===== src/rtl/gemm_pkg.sv =====
// Shared types for the GeMM tile sequencer: FSM states, B layout selector and the
// per-beat tag that travels alongside SRAM read data.
package gemm_pkg;

    localparam int unsigned GemmSizeWidth = 8;
    localparam int unsigned GemmAddrWidth = 16;

    typedef enum logic [1:0] {
        ST_IDLE  = 2'd0,
        ST_RUN   = 2'd1,
        ST_DRAIN = 2'd2,
        ST_DONE  = 2'd3
    } gemm_state_e;

    typedef enum logic {
        B_NK = 1'b0,
        B_KN = 1'b1
    } b_layout_e;

    typedef struct packed {
        logic                     first;
        logic                     last;
        logic [GemmAddrWidth-1:0] c_addr;
    } beat_tag_t;

endpackage


===== src/rtl/gemm_tile_sequencer_if.sv =====
// Host job registers plus SRAM / MAC-array control bundle of the tile sequencer.
interface gemm_tile_sequencer_if #(
    parameter int unsigned SizeAddrWidth = 8,
    parameter int unsigned AddrWidth     = 16
) ();

    logic                     start_i;
    logic                     abort_i;
    logic                     stall_i;
    logic [SizeAddrWidth-1:0] M_size_i;
    logic [SizeAddrWidth-1:0] K_size_i;
    logic [SizeAddrWidth-1:0] N_size_i;
    logic [AddrWidth-1:0]     a_base_i;
    logic [AddrWidth-1:0]     b_base_i;
    logic [AddrWidth-1:0]     c_base_i;
    logic                     b_layout_i;

    logic                     sram_rd_en_o;
    logic [AddrWidth-1:0]     sram_a_addr_o;
    logic [AddrWidth-1:0]     sram_b_addr_o;
    logic                     mac_valid_o;
    logic                     mac_init_save_o;
    logic                     mac_acc_clr_o;
    logic                     sram_c_we_o;
    logic [AddrWidth-1:0]     sram_c_addr_o;
    logic                     busy_o;
    logic                     done_o;

    modport master (
        output start_i, abort_i, stall_i, M_size_i, K_size_i, N_size_i,
               a_base_i, b_base_i, c_base_i, b_layout_i,
        input  sram_rd_en_o, sram_a_addr_o, sram_b_addr_o, mac_valid_o,
               mac_init_save_o, mac_acc_clr_o, sram_c_we_o, sram_c_addr_o,
               busy_o, done_o
    );

    modport slave (
        input  start_i, abort_i, stall_i, M_size_i, K_size_i, N_size_i,
               a_base_i, b_base_i, c_base_i, b_layout_i,
        output sram_rd_en_o, sram_a_addr_o, sram_b_addr_o, mac_valid_o,
               mac_init_save_o, mac_acc_clr_o, sram_c_we_o, sram_c_addr_o,
               busy_o, done_o
    );

endinterface


===== src/rtl/gemm_tag_delay.sv =====
// Depth-stage shift register carrying valid + beat tag so MAC control lines up with
// SRAM read data; flush clears every stage on the next edge.
module gemm_tag_delay
    import gemm_pkg::*;
#(
    parameter int unsigned Depth = 1
) (
    input  logic      clk_i,
    input  logic      rst_ni,
    input  logic      flush_i,
    input  logic      valid_i,
    input  beat_tag_t tag_i,
    output logic      valid_o,
    output beat_tag_t tag_o,
    output logic      busy_o
);

    logic [Depth-1:0] valid_q;
    beat_tag_t        tag_q [Depth];

    always_ff @(posedge clk_i or negedge rst_ni) begin
        if (!rst_ni) begin
            valid_q <= '0;
            for (int i = 0; i < int'(Depth); i++) tag_q[i] <= '0;
        end else if (flush_i) begin
            valid_q <= '0;
            for (int i = 0; i < int'(Depth); i++) tag_q[i] <= '0;
        end else begin
            valid_q[0] <= valid_i;
            tag_q[0]   <= tag_i;
            for (int i = 1; i < int'(Depth); i++) begin
                valid_q[i] <= valid_q[i-1];
                tag_q[i]   <= tag_q[i-1];
            end
        end
    end

    assign valid_o = valid_q[Depth-1];
    assign tag_o   = tag_q[Depth-1];
    assign busy_o  = |valid_q;

endmodule


===== src/rtl/gemm_tile_sequencer.sv =====
// Walks the (m, n, k) block loops of a GeMM job, issuing A/B SRAM reads, aligned MAC
// control and C write-backs, with stall, abort and zero-size job handling.
module gemm_tile_sequencer
    import gemm_pkg::*;
#(
    parameter int unsigned SizeAddrWidth = GemmSizeWidth,
    parameter int unsigned AddrWidth     = GemmAddrWidth,
    parameter int unsigned ReadLatency   = 1
) (
    input logic                  clk_i,
    input logic                  rst_ni,
    gemm_tile_sequencer_if.slave bus
);

    gemm_state_e              state_q, state_d;
    logic [SizeAddrWidth-1:0] m_q, m_d, n_q, n_d, k_q, k_d;
    logic [SizeAddrWidth-1:0] m_size_q, m_size_d, n_size_q, n_size_d, k_size_q, k_size_d;
    logic [AddrWidth-1:0]     a_base_q, a_base_d, b_base_q, b_base_d, c_base_q, c_base_d;
    b_layout_e                b_layout_q, b_layout_d;

    logic                     c_we_q, c_we_d;
    logic [AddrWidth-1:0]     c_addr_q, c_addr_d;
    logic                     busy_q, busy_d, done_q, done_d, acc_clr_q, acc_clr_d;

    logic                     issue_c, flush_c, size_zero_c;
    logic                     last_k_c, last_n_c, last_m_c;
    logic [AddrWidth-1:0]     a_addr_c, b_addr_c, c_addr_c;
    beat_tag_t                issue_tag_c, dly_tag;
    logic                     dly_valid, pipe_busy;

    assign issue_c     = (state_q == ST_RUN) && !bus.stall_i && !bus.abort_i;
    assign flush_c     = bus.abort_i && (state_q != ST_IDLE);
    assign size_zero_c = (bus.M_size_i == '0) || (bus.K_size_i == '0) || (bus.N_size_i == '0);
    assign last_k_c    = (k_q == k_size_q - SizeAddrWidth'(1));
    assign last_n_c    = (n_q == n_size_q - SizeAddrWidth'(1));
    assign last_m_c    = (m_q == m_size_q - SizeAddrWidth'(1));

    // Block addresses from the live counters; all sums wrap at AddrWidth.
    always_comb begin
        a_addr_c = a_base_q + AddrWidth'(m_q) * AddrWidth'(k_size_q) + AddrWidth'(k_q);
        if (b_layout_q == B_NK) begin
            b_addr_c = b_base_q + AddrWidth'(n_q) * AddrWidth'(k_size_q) + AddrWidth'(k_q);
        end else begin
            b_addr_c = b_base_q + AddrWidth'(k_q) * AddrWidth'(n_size_q) + AddrWidth'(n_q);
        end
        c_addr_c = c_base_q + AddrWidth'(m_q) * AddrWidth'(n_size_q) + AddrWidth'(n_q);
    end

    // first/last are pre-qualified by issue so the delayed tag bits drive outputs directly.
    always_comb begin
        issue_tag_c        = '0;
        issue_tag_c.first  = issue_c && (k_q == '0);
        issue_tag_c.last   = issue_c && last_k_c;
        issue_tag_c.c_addr = GemmAddrWidth'(c_addr_c);
    end

    gemm_tag_delay #(
        .Depth (ReadLatency)
    ) u_tag_delay (
        .clk_i   (clk_i),
        .rst_ni  (rst_ni),
        .flush_i (flush_c),
        .valid_i (issue_c),
        .tag_i   (issue_tag_c),
        .valid_o (dly_valid),
        .tag_o   (dly_tag),
        .busy_o  (pipe_busy)
    );

    always_comb begin
        state_d    = state_q;
        m_d        = m_q;
        n_d        = n_q;
        k_d        = k_q;
        m_size_d   = m_size_q;
        n_size_d   = n_size_q;
        k_size_d   = k_size_q;
        a_base_d   = a_base_q;
        b_base_d   = b_base_q;
        c_base_d   = c_base_q;
        b_layout_d = b_layout_q;

        unique case (state_q)
            ST_IDLE: begin
                if (bus.start_i) begin
                    m_size_d   = bus.M_size_i;
                    n_size_d   = bus.N_size_i;
                    k_size_d   = bus.K_size_i;
                    a_base_d   = bus.a_base_i;
                    b_base_d   = bus.b_base_i;
                    c_base_d   = bus.c_base_i;
                    b_layout_d = b_layout_e'(bus.b_layout_i);
                    m_d        = '0;
                    n_d        = '0;
                    k_d        = '0;
                    state_d    = size_zero_c ? ST_DONE : ST_RUN;
                end
            end
            ST_RUN: begin
                if (bus.abort_i) begin
                    state_d = ST_IDLE;
                end else if (issue_c) begin
                    if (last_k_c) begin
                        k_d = '0;
                        if (last_n_c) begin
                            n_d = '0;
                            m_d = m_q + SizeAddrWidth'(1);
                        end else begin
                            n_d = n_q + SizeAddrWidth'(1);
                        end
                    end else begin
                        k_d = k_q + SizeAddrWidth'(1);
                    end
                    if (last_k_c && last_n_c && last_m_c) state_d = ST_DRAIN;
                end
            end
            ST_DRAIN: begin
                // The final write is on the bus once the pipe is empty and we is up.
                if (bus.abort_i) begin
                    state_d = ST_IDLE;
                end else if (!pipe_busy && c_we_q) begin
                    state_d = ST_DONE;
                end
            end
            ST_DONE: state_d = ST_IDLE;
            default: state_d = ST_IDLE;
        endcase

        c_we_d    = dly_valid && dly_tag.last && !bus.abort_i;
        c_addr_d  = c_we_d ? AddrWidth'(dly_tag.c_addr) : c_addr_q;
        busy_d    = (state_d == ST_RUN) || (state_d == ST_DRAIN);
        done_d    = (state_d == ST_DONE);
        acc_clr_d = (state_d == ST_IDLE);
    end

    always_ff @(posedge clk_i or negedge rst_ni) begin
        if (!rst_ni) begin
            state_q    <= ST_IDLE;
            m_q        <= '0;
            n_q        <= '0;
            k_q        <= '0;
            m_size_q   <= '0;
            n_size_q   <= '0;
            k_size_q   <= '0;
            a_base_q   <= '0;
            b_base_q   <= '0;
            c_base_q   <= '0;
            b_layout_q <= B_NK;
            c_we_q     <= 1'b0;
            c_addr_q   <= '0;
            busy_q     <= 1'b0;
            done_q     <= 1'b0;
            acc_clr_q  <= 1'b0;
        end else begin
            state_q    <= state_d;
            m_q        <= m_d;
            n_q        <= n_d;
            k_q        <= k_d;
            m_size_q   <= m_size_d;
            n_size_q   <= n_size_d;
            k_size_q   <= k_size_d;
            a_base_q   <= a_base_d;
            b_base_q   <= b_base_d;
            c_base_q   <= c_base_d;
            b_layout_q <= b_layout_d;
            c_we_q     <= c_we_d;
            c_addr_q   <= c_addr_d;
            busy_q     <= busy_d;
            done_q     <= done_d;
            acc_clr_q  <= acc_clr_d;
        end
    end

    assign bus.sram_rd_en_o    = issue_c;
    assign bus.sram_a_addr_o   = issue_c ? a_addr_c : '0;
    assign bus.sram_b_addr_o   = issue_c ? b_addr_c : '0;
    assign bus.mac_valid_o     = dly_valid;
    assign bus.mac_init_save_o = dly_tag.first;
    assign bus.mac_acc_clr_o   = acc_clr_q;
    assign bus.sram_c_we_o     = c_we_q;
    assign bus.sram_c_addr_o   = c_addr_q;
    assign bus.busy_o          = busy_q;
    assign bus.done_o          = done_q;

endmodule


===== src/flat_wrapper.sv =====
// flat-port wrapper written by rule: the top's interface ports become plain ports
module gemm_tile_sequencer_flat import gemm_pkg::*;
#(
    parameter int unsigned SizeAddrWidth = GemmSizeWidth,
    parameter int unsigned AddrWidth     = GemmAddrWidth,
    parameter int unsigned ReadLatency   = 1
)
  (clk_i, rst_ni, bus_start_i, bus_abort_i, bus_stall_i, bus_M_size_i, bus_K_size_i, bus_N_size_i, bus_a_base_i, bus_b_base_i, bus_c_base_i, bus_b_layout_i, bus_sram_rd_en_o, bus_sram_a_addr_o, bus_sram_b_addr_o, bus_mac_valid_o, bus_mac_init_save_o, bus_mac_acc_clr_o, bus_sram_c_we_o, bus_sram_c_addr_o, bus_busy_o, bus_done_o);
  gemm_tile_sequencer_if #(.SizeAddrWidth(SizeAddrWidth), .AddrWidth(AddrWidth)) bus_i ();
  input logic clk_i;
  input logic rst_ni;
  input wire logic [$bits(bus_i.start_i)-1:0] bus_start_i;
  input wire logic [$bits(bus_i.abort_i)-1:0] bus_abort_i;
  input wire logic [$bits(bus_i.stall_i)-1:0] bus_stall_i;
  input wire logic [$bits(bus_i.M_size_i)-1:0] bus_M_size_i;
  input wire logic [$bits(bus_i.K_size_i)-1:0] bus_K_size_i;
  input wire logic [$bits(bus_i.N_size_i)-1:0] bus_N_size_i;
  input wire logic [$bits(bus_i.a_base_i)-1:0] bus_a_base_i;
  input wire logic [$bits(bus_i.b_base_i)-1:0] bus_b_base_i;
  input wire logic [$bits(bus_i.c_base_i)-1:0] bus_c_base_i;
  input wire logic [$bits(bus_i.b_layout_i)-1:0] bus_b_layout_i;
  output wire logic [$bits(bus_i.sram_rd_en_o)-1:0] bus_sram_rd_en_o;
  output wire logic [$bits(bus_i.sram_a_addr_o)-1:0] bus_sram_a_addr_o;
  output wire logic [$bits(bus_i.sram_b_addr_o)-1:0] bus_sram_b_addr_o;
  output wire logic [$bits(bus_i.mac_valid_o)-1:0] bus_mac_valid_o;
  output wire logic [$bits(bus_i.mac_init_save_o)-1:0] bus_mac_init_save_o;
  output wire logic [$bits(bus_i.mac_acc_clr_o)-1:0] bus_mac_acc_clr_o;
  output wire logic [$bits(bus_i.sram_c_we_o)-1:0] bus_sram_c_we_o;
  output wire logic [$bits(bus_i.sram_c_addr_o)-1:0] bus_sram_c_addr_o;
  output wire logic [$bits(bus_i.busy_o)-1:0] bus_busy_o;
  output wire logic [$bits(bus_i.done_o)-1:0] bus_done_o;
  assign bus_i.start_i = bus_start_i;
  assign bus_i.abort_i = bus_abort_i;
  assign bus_i.stall_i = bus_stall_i;
  assign bus_i.M_size_i = bus_M_size_i;
  assign bus_i.K_size_i = bus_K_size_i;
  assign bus_i.N_size_i = bus_N_size_i;
  assign bus_i.a_base_i = bus_a_base_i;
  assign bus_i.b_base_i = bus_b_base_i;
  assign bus_i.c_base_i = bus_c_base_i;
  assign bus_i.b_layout_i = bus_b_layout_i;
  assign bus_sram_rd_en_o = bus_i.sram_rd_en_o;
  assign bus_sram_a_addr_o = bus_i.sram_a_addr_o;
  assign bus_sram_b_addr_o = bus_i.sram_b_addr_o;
  assign bus_mac_valid_o = bus_i.mac_valid_o;
  assign bus_mac_init_save_o = bus_i.mac_init_save_o;
  assign bus_mac_acc_clr_o = bus_i.mac_acc_clr_o;
  assign bus_sram_c_we_o = bus_i.sram_c_we_o;
  assign bus_sram_c_addr_o = bus_i.sram_c_addr_o;
  assign bus_busy_o = bus_i.busy_o;
  assign bus_done_o = bus_i.done_o;
  gemm_tile_sequencer #(.SizeAddrWidth(SizeAddrWidth), .AddrWidth(AddrWidth), .ReadLatency(ReadLatency)) u_core (.clk_i(clk_i), .rst_ni(rst_ni), .bus(bus_i));
endmodule

===== config.mk =====
export PLATFORM = sky130hd
export DESIGN_NAME = gemm_tile_sequencer_flat
export DESIGN_NICKNAME = d
export VERILOG_FILES = /design/src/rtl/gemm_pkg.sv /design/src/rtl/gemm_tile_sequencer_if.sv /design/src/rtl/gemm_tag_delay.sv /design/src/rtl/gemm_tile_sequencer.sv /design/src/flat_wrapper.sv
export SDC_FILE = /design/constraint.sdc
export NUM_CORES = 1
export LEC_CHECK = 0
export ABC_AREA = 1
export BUFFER_PORTS_ARGS = -buffer_cell sky130_fd_sc_hd__buf_2
export CAP_MARGIN = 30
export CORE_MARGIN = 3
export CORE_UTILIZATION = 25
export CTS_CLUSTER_DIAMETER = 30
export DETAILED_ROUTE_END_ITERATION = 12
export PLACE_DENSITY = 0.46
export REMOVE_ABC_BUFFERS = 1
export SYNTH_ARGS = -nofsm -noshare
export SYNTH_HDL_FRONTEND = slang
export SYNTH_SLANG_ARGS = --single-unit

===== constraint.sdc =====
create_clock -name clk_i -period 5.6 [get_ports clk_i]
set_input_delay 0 -clock clk_i [delete_from_list [all_inputs] [get_ports clk_i]]
set_output_delay 0 -clock clk_i [all_outputs]
set_load 0.03 [all_outputs]

==> flow_summary.yaml, run 1 <==
status:
  status: "finished, final reports clean"
global_route:
  grt-ovfl-total: 0
  grt_pass1_vias: 15200
  grt_antenna_before_repair: 1
  track_usage_pct: 15.1
  grt_pass1_wl_mm: 87.3
  grt_max_degree: 54
finish:
  syn_to_final_growth_pct: 19.0
  num-nets-final: 3083
  drive_gt1_share_pct: 11.0
  n_antenna_cell: 0
  final_util_pct: 30.1
critical_path:
  crit_path_end_kind: "output pin"
  critPathArrivalTime_ps: 5340
  crit_type: "reg2out"
  critPathLaunchType: "register"
  max_stage_delay_ps: 550
  critical_path_required_ps: 5600
  cp_common_cell: "fa_1"
  cp_cell_sequence: "nand2_1 -> fa_1 -> inv_1 -> fa_1 -> fa_1 -> fa_1 -> inv_1 -> fa_1 -> inv_1 -> ha_1 -> nand2_1 -> o21ai_2 -> a21oi_2 -> buf_4 -> xor2_1 -> a211oi_1 -> buf_4"
  cp_max_fo: 8
  cp_slowest_cell: "fa_1"
timing:
  fin_ws_ps: 258
  setup_viol_count_final: 0
  whs_ps: 76.1
  period_share_pct: 95.4
  tns_ps: 0
  rsz0062_at_grt: "yes"
  fin_skew_ps: 15.7
  tightest_slew_ps: 810
  min_period_ps: 5340
  max_slew_margin_pct: 45.9
  fmax_ghz: 0.187
  hold_violations: 0
  maxSlewViolCount: 0
yosys:
  synth_top_area_share_pct: 24.3
  ys_seq_area_share_pct: 19.0
  synth_area_leader_cell: "fa_1"
  ys_seq_elements: 138
  syn-instance-count: 2388
  yosysUniqueCellTypes: 41
  syn_avg_cell_area_um2: 7.60
  synth_area_um2: 18200
  yosys_warnings: 0
  synth.area.top_cells: "fa_1 24%, dfrtp_1 19%, ha_1 14%"
clock_tree:
  htree_levels: 4
  tritoncts: "yes"
  clk_path_buf_depth: 2
  clk_latency_ps: 490
  cts_sinks: 138
  cts_root_buffer: "clkbuf_16"
  cts.clk_slew.worst_paths_ps: 70
  numCtsBuffers: 17
floorplan:
  die_w_um: 275
  initial_core_util_pct: 25.3
  pin_count: 133
  die_h_um: 275
  core_um2: 71700
  row_count: 98
  design.die.area_um2: 75900
placed_design:
  io_buffers: 132
  place_congestion: 0.874
  post-place-ws_ps: 421
  dp_hpwl_mm: 44.2
hold_path:
  hp-class: "in2async"
drt:
  num_vias: 15000
  detail_route.vias_per_cell: 4.24
  firstDrtPassIters: 5
  ant_nets: 0
  post-route-drc-count: 0
  first_iter_violations: 690
  wire_per_inst_um: 15.7
  drt-total-wl_mm: 55.8
power:
  vdd.ir_drop.worst_v: 0.000216
  leakagePower_nw: 12.6
  p_per_area_nw_per_um2: 433
  power.total_mw: 9.35
job:
  drv_cap: 0
## where the power goes
group,total [mW],leakage [nW],internal (mW),switching [mW]
Clock,1.19,0.268,0.621,0.568
Combinational,6.45,10.6,2.33,4.12
Sequential,1.72,1.76,1.36,0.359
Total,9.35,12.6,4.31,5.05
## synth_stat cells, drive strengths merged
library cell,count
nor3,33
o21ai,116
nand2,628
xnor2,25
clkinv,3
o21bai,6
nand4,12
a31oi,1
nor4,4
a41oi,1
xor2,25
fa,220
clkbuf,38
inv,581
nor3b,2
o31ai,4
a21oi,96
xnor3,1
o21a,2
a211oi,3
ha,197
buf,54
nand3b,4
dfrtp,138
nand3,70
nor2,114
or2,1
a21boi,2
a21o,7
## final cells by class
type | count | area, um^2
fillers | 7862 | 50100
multi-input cells | 1574 | 12200
flip-flops and latches | 138 | 3470
inverters | 584 | 2200
repair buffers | 273 | 1960
well taps | 950 | 1190
clock buffers | 18 | 429
clock inverters | 14 | 136
## stage by stage
| step | instances | instance area (um^2) |
|---|---|---|
| 2_1_floorplan | 2296 | 17700 |
| 3_3_place_gp | 3426 | 20000 |
| 3_5_place_dp | 3426 | 20000 |
| 4_1_cts | 3535 | 21300 |
| 5_1_grt | 3551 | 21600 |
| 6_report | 3551 | 21600 |
## cells in the final DEF (no fill, tap or decap), types with 4 or more instances in the layout
cell             n
nand2_1        621
inv_1          576
fa_1           220
ha_1           194
dfrtp_1        124
buf_2          123
nor2_1         107
o21ai_0        103
a21oi_1         87
dlygate4sd3_1   76
nand3_1         68
buf_4           68
nor3_1          30
xor2_1          25
xnor2_1         25
clkbuf_16       17
dfrtp_2         14
nand4_1         11
o21ai_1          9
a21oi_2          9
a21o_1           7
nor2_2           6
o21bai_1         6
nand2_2          6
clkinvlp_4       5
inv_6            5
buf_6            5
o31ai_1          4
inv_2            4
nand3b_1         4
nor4_1           4
## path summary, 6_finish.rpt
path / to / slack [ps] / startpoint / cells past startpoint
worst max-delay path: bus_sram_b_addr_o[9] / 260 / u_core.k_size_q[0] / 17
worst min-delay path: u_core.c_base_q[9] / 80 / rst_ni / 3
worst max register to register: u_core.u_tag_delay.tag_o[12] / 750 / u_core.m_q[4] / 22
worst min register to register: u_core.bus.sram_c_addr_o[14] / 440 / u_core.u_tag_delay.tag_o[14] / 2
max in group asynchronous: u_core.b_base_q[14] / 4770 / rst_ni / 3
min in group clk_i: u_core.u_tag_delay.tag_o[2] / 100 / bus_abort_i / 4
## flip-flops by register name, summed over array words and instances, names as in the netlist
name	count
u_core.u_tag_delay.tag_o	18
u_core.bus.busy_o	1
u_core.state_q	2
u_core.k_size_q	8
u_core.u_tag_delay.busy_o	1
u_core.c_base_q	16
u_core.b_base_q	16
u_core.a_base_q	16
u_core.bus.sram_c_we_o	1
u_core.n_size_q	8
u_core.bus.mac_acc_clr_o	1
u_core.m_q	8
u_core.bus.sram_c_addr_o	16
u_core.bus.done_o	1
u_core.b_layout_q	1
u_core.m_size_q	8
u_core.k_q	8
u_core.n_q	8
## repair_timing
item	4_1_cts	5_1_grt
pin swaps	0	9
setup buffers	0	16
gates resized for setup	8	65
hold buffers	77	0
endpoints found under the hold margin	110	0
endpoints found under the setup margin	4	15
## routing by layer
metal | wire length (um) | track usage [%]
met2 | 26600 | 25.1
met3 | 2320 | 2.44
met4 | 1170 | 4.36
met5 | 0 | 0
met1 | 25800 | 20.3
## cell families (layout without fill, tap and decap cells)
group           Yosys count  in the layout  synth area share (%)
xor+xnor                 51             51                  2.54
flops                   138            138                  19.0
compound gates          238            238                  6.98
buf+inv                 676            889                  14.3
simple gates            868            868                  19.3
fa+ha+maj               417            417                  37.8
## worst max-delay path: cells and delay by family, from the launching register on
kind	cells	cell delay, ps
AO/OA/AOI/OAI	3	530
XOR/XNOR	1	150
adder cells (fa/ha/maj)	6	2920
buffers and inverters	5	510
flip-flops	1	480
AND/OR/NAND/NOR	2	280
Power figures use the tool's default switching activity.
==> run 2: changes to the inputs <==
--- a/config.mk
+++ b/config.mk
@@ -8,12 +8,12 @@
 export ABC_AREA = 1
 export BUFFER_PORTS_ARGS = -buffer_cell sky130_fd_sc_hd__buf_2
 export CAP_MARGIN = 30
+export CORE_ASPECT_RATIO = 0.5
 export CORE_MARGIN = 3
 export CORE_UTILIZATION = 25
 export CTS_CLUSTER_DIAMETER = 30
 export DETAILED_ROUTE_END_ITERATION = 12
 export PLACE_DENSITY = 0.46
-export REMOVE_ABC_BUFFERS = 1
 export SYNTH_ARGS = -nofsm -noshare
 export SYNTH_HDL_FRONTEND = slang
 export SYNTH_SLANG_ARGS = --single-unit
==> run 2 against run 1 <==
Net effect: critical path depth increased by 3; final area about the same; routed wire length about the same; highest routed layer unchanged; sequential power about the same; global-route usage about the same; first-iteration DRC count increased by 17%; combinational power about the same; final cell count increased by 0.17%; sequential share of layout area about the same; critical path type unchanged; non-clock buffer count decreased by 1; maximum frequency decreased by 0.19%.
==> flow_summary.yaml, run 2 (synthesis results as in run 1) <==
status:
  status: "finished, final reports clean"
clock_tree:
  clk_latency_ps: 470
  tritoncts: "yes"
  cts_root_buffer: "clkbuf_16"
  numCtsBuffers: 17
  cts_sinks: 138
  clk_path_buf_depth: 2
  cts.clk_slew.worst_paths_ps: 70
  htree_levels: 4
timing:
  setup_viol_count_final: 0
  fin_skew_ps: 18.0
  tns_ps: 0
  whs_ps: 64.9
  tightest_slew_ps: 795
  maxSlewViolCount: 0
  max_slew_margin_pct: 46.9
  fmax_ghz: 0.187
  hold_violations: 0
  min_period_ps: 5350
  period_share_pct: 95.6
placed_design:
  place_inst: 3437
  dp_hpwl_mm: 45.1
  place_area_um2: 20000
  place_congestion: 0.871
  io_buffers: 132
critical_path:
  max_stage_delay_ps: 580
  critPathArrivalTime_ps: 5350
  crit_family: "adder cells"
  critPathLaunchType: "register"
  crit_type: "reg2out"
  crit_path_end_kind: "output pin"
  cp_slowest_cell: "fa_1"
  critical_path_required_ps: 5600
  cp_cell_sequence: "clkinvlp_4 -> fa_1 -> inv_1 -> fa_1 -> inv_1 -> fa_1 -> inv_1 -> fa_1 -> inv_1 -> fa_1 -> inv_1 -> ha_2 -> nand2_1 -> nor2_1 -> nand4_1 -> nand3_1 -> o21ai_0 -> a21oi_1 -> nor3_2 -> buf_4"
  critPathBufInv: 7
  cp_max_fo: 6
drt:
  ant_nets: 0
  drt-total-wl_mm: 55.8
  firstDrtPassIters: 5
  post-route-drc-count: 0
  first_iter_violations: 810
  num_vias: 15200
  wire_per_inst_um: 15.7
  detail_route.vias_per_cell: 4.27
power:
  leakagePower_nw: 12.6
  p_sw_share_pct: 54.0
  internal_power_mw: 4.28
  power_frac_clock_pct: 12.2
  p_sw_mw: 5.04
  vdd.ir_drop.worst_v: 0.000174
  pwr-share-seq_pct: 18.6
  p_per_area_nw_per_um2: 432
  combPwrFrac_pct: 69.2
floorplan:
  row_count: 69
  pin_count: 133
  core_um2: 71400
  die_h_um: 197
  initial_core_util_pct: 25.4
  design.die.area_um2: 76100
  die_w_um: 387
global_route:
  grtUsageMet1_pct: 21.7
  grt_use_met3_pct: 2.67
  busiest_layer: "met2"
  grt_pass1_vias: 15500
  grt_antenna_before_repair: 1
  gr-usage-met2_pct: 24.0
  grt_pass1_wl_mm: 89.1
  track_usage_pct: 15.1
  grt_max_degree: 72
  grt-ovfl-total: 0
finish:
  design_area_um2: 21600
  drive_gt1_share_pct: 10.8
  instances_no_fill: 3557
  num-nets-final: 3082
  final_common_cell: "nand2_1"
  mostFrequentLayoutCells: "623 x nand2_1, 577 x inv_1, 220 x fa_1"
  syn_to_final_growth_pct: 18.9
  largest_reg_flops: 18
  fillers: 7746
  n_antenna_cell: 0
  final_util_pct: 30.2
job:
  drv_cap: 0
hold_path:
  hp-class: "in2reg"
yosys:
  syn_nets: 2883
-- run 2: changes by cell type in the layout (fill, tap and decap cells not counted), sizes merged --
cell | previous run | this run
clkbuf | 18 | 19
clkinvlp | 5 | 6
inv | 587 | 584
buf | 197 | 195
clkinv | 5 | 6
-- run 2: worst paths after layout --
check	slack, ps	to	cells past startpoint	start
setup / recovery	250	bus_sram_b_addr_o[13]	20	u_core.b_base_q[6]
setup reg to reg	750	u_core.u_tag_delay.tag_o[12]	20	u_core.m_q[2]
hold / removal	60	u_core.bus.mac_acc_clr_o	5	bus_start_i
hold reg to reg	440	u_core.bus.sram_c_addr_o[1]	2	u_core.u_tag_delay.tag_o[1]
max in group asynchronous	4280	u_core.n_size_q[4]	4	rst_ni
min in group asynchronous	110	u_core.u_tag_delay.busy_o	2	rst_ni
-- run 2: through the flow --
stage                     setup WS, ps  total power [mW]
after floorplan                    424              6.09
after global placement             542              7.93
after detailed placement           483              7.91
after CTS                         32.4              9.21
after global routing             -14.2              10.5
final                              248              9.32
-- run 2: per-layer routing --
metal	routed length [um]	part of all wire, %
met3	2710	4.8
met4	620	1.1
met1	27700	50
met2	24900	45
met5	0	0
-- run 2: cell type report --
| type | instances | area (um^2) | share of cell area, % |
|---|---|---|---|
| Sequential cell | 138 | 3470 | 16.1 |
| Clock buffer | 18 | 429 | 1.99 |
| Tap cell | 958 | 1200 | 5.56 |
| Inverter | 584 | 2200 | 10.2 |
| Multi-Input combinational cell | 1574 | 12200 | 56.5 |
| Clock inverter | 13 | 121 | 0.563 |
| Timing Repair Buffer | 272 | 1970 | 9.13 |
-- run 2: tightest hold or removal path, stage by stage --
cell and delay, ps:
buf_2 130, nor2_1 80, inv_1 50, nand2_1 50
ha_1 170
-- run 2: repair_timing --
item / in CTS / in global routing
setup buffers: 0 / 13
resized for setup: 3 / 55
endpoints found under the hold margin: 144 / 0
endpoints found under the setup margin: 2 / 18
pin swaps: 0 / 1
hold buffers: 76 / 0
-- run 2: power groups by stage --
| stage | clock, mW | sequential (mW) | combinational (mW) |
|---|---|---|---|
| 4_1_cts | 1.16 | 1.77 | 6.28 |
| 5_1_grt | 1.20 | 1.78 | 7.48 |
| 3_3_place_gp | 0 | 1.78 | 6.15 |
| 3_5_place_dp | 0 | 1.78 | 6.14 |
| 6_report | 1.13 | 1.74 | 6.45 |
| 2_1_floorplan | 0 | 1.54 | 4.55 |
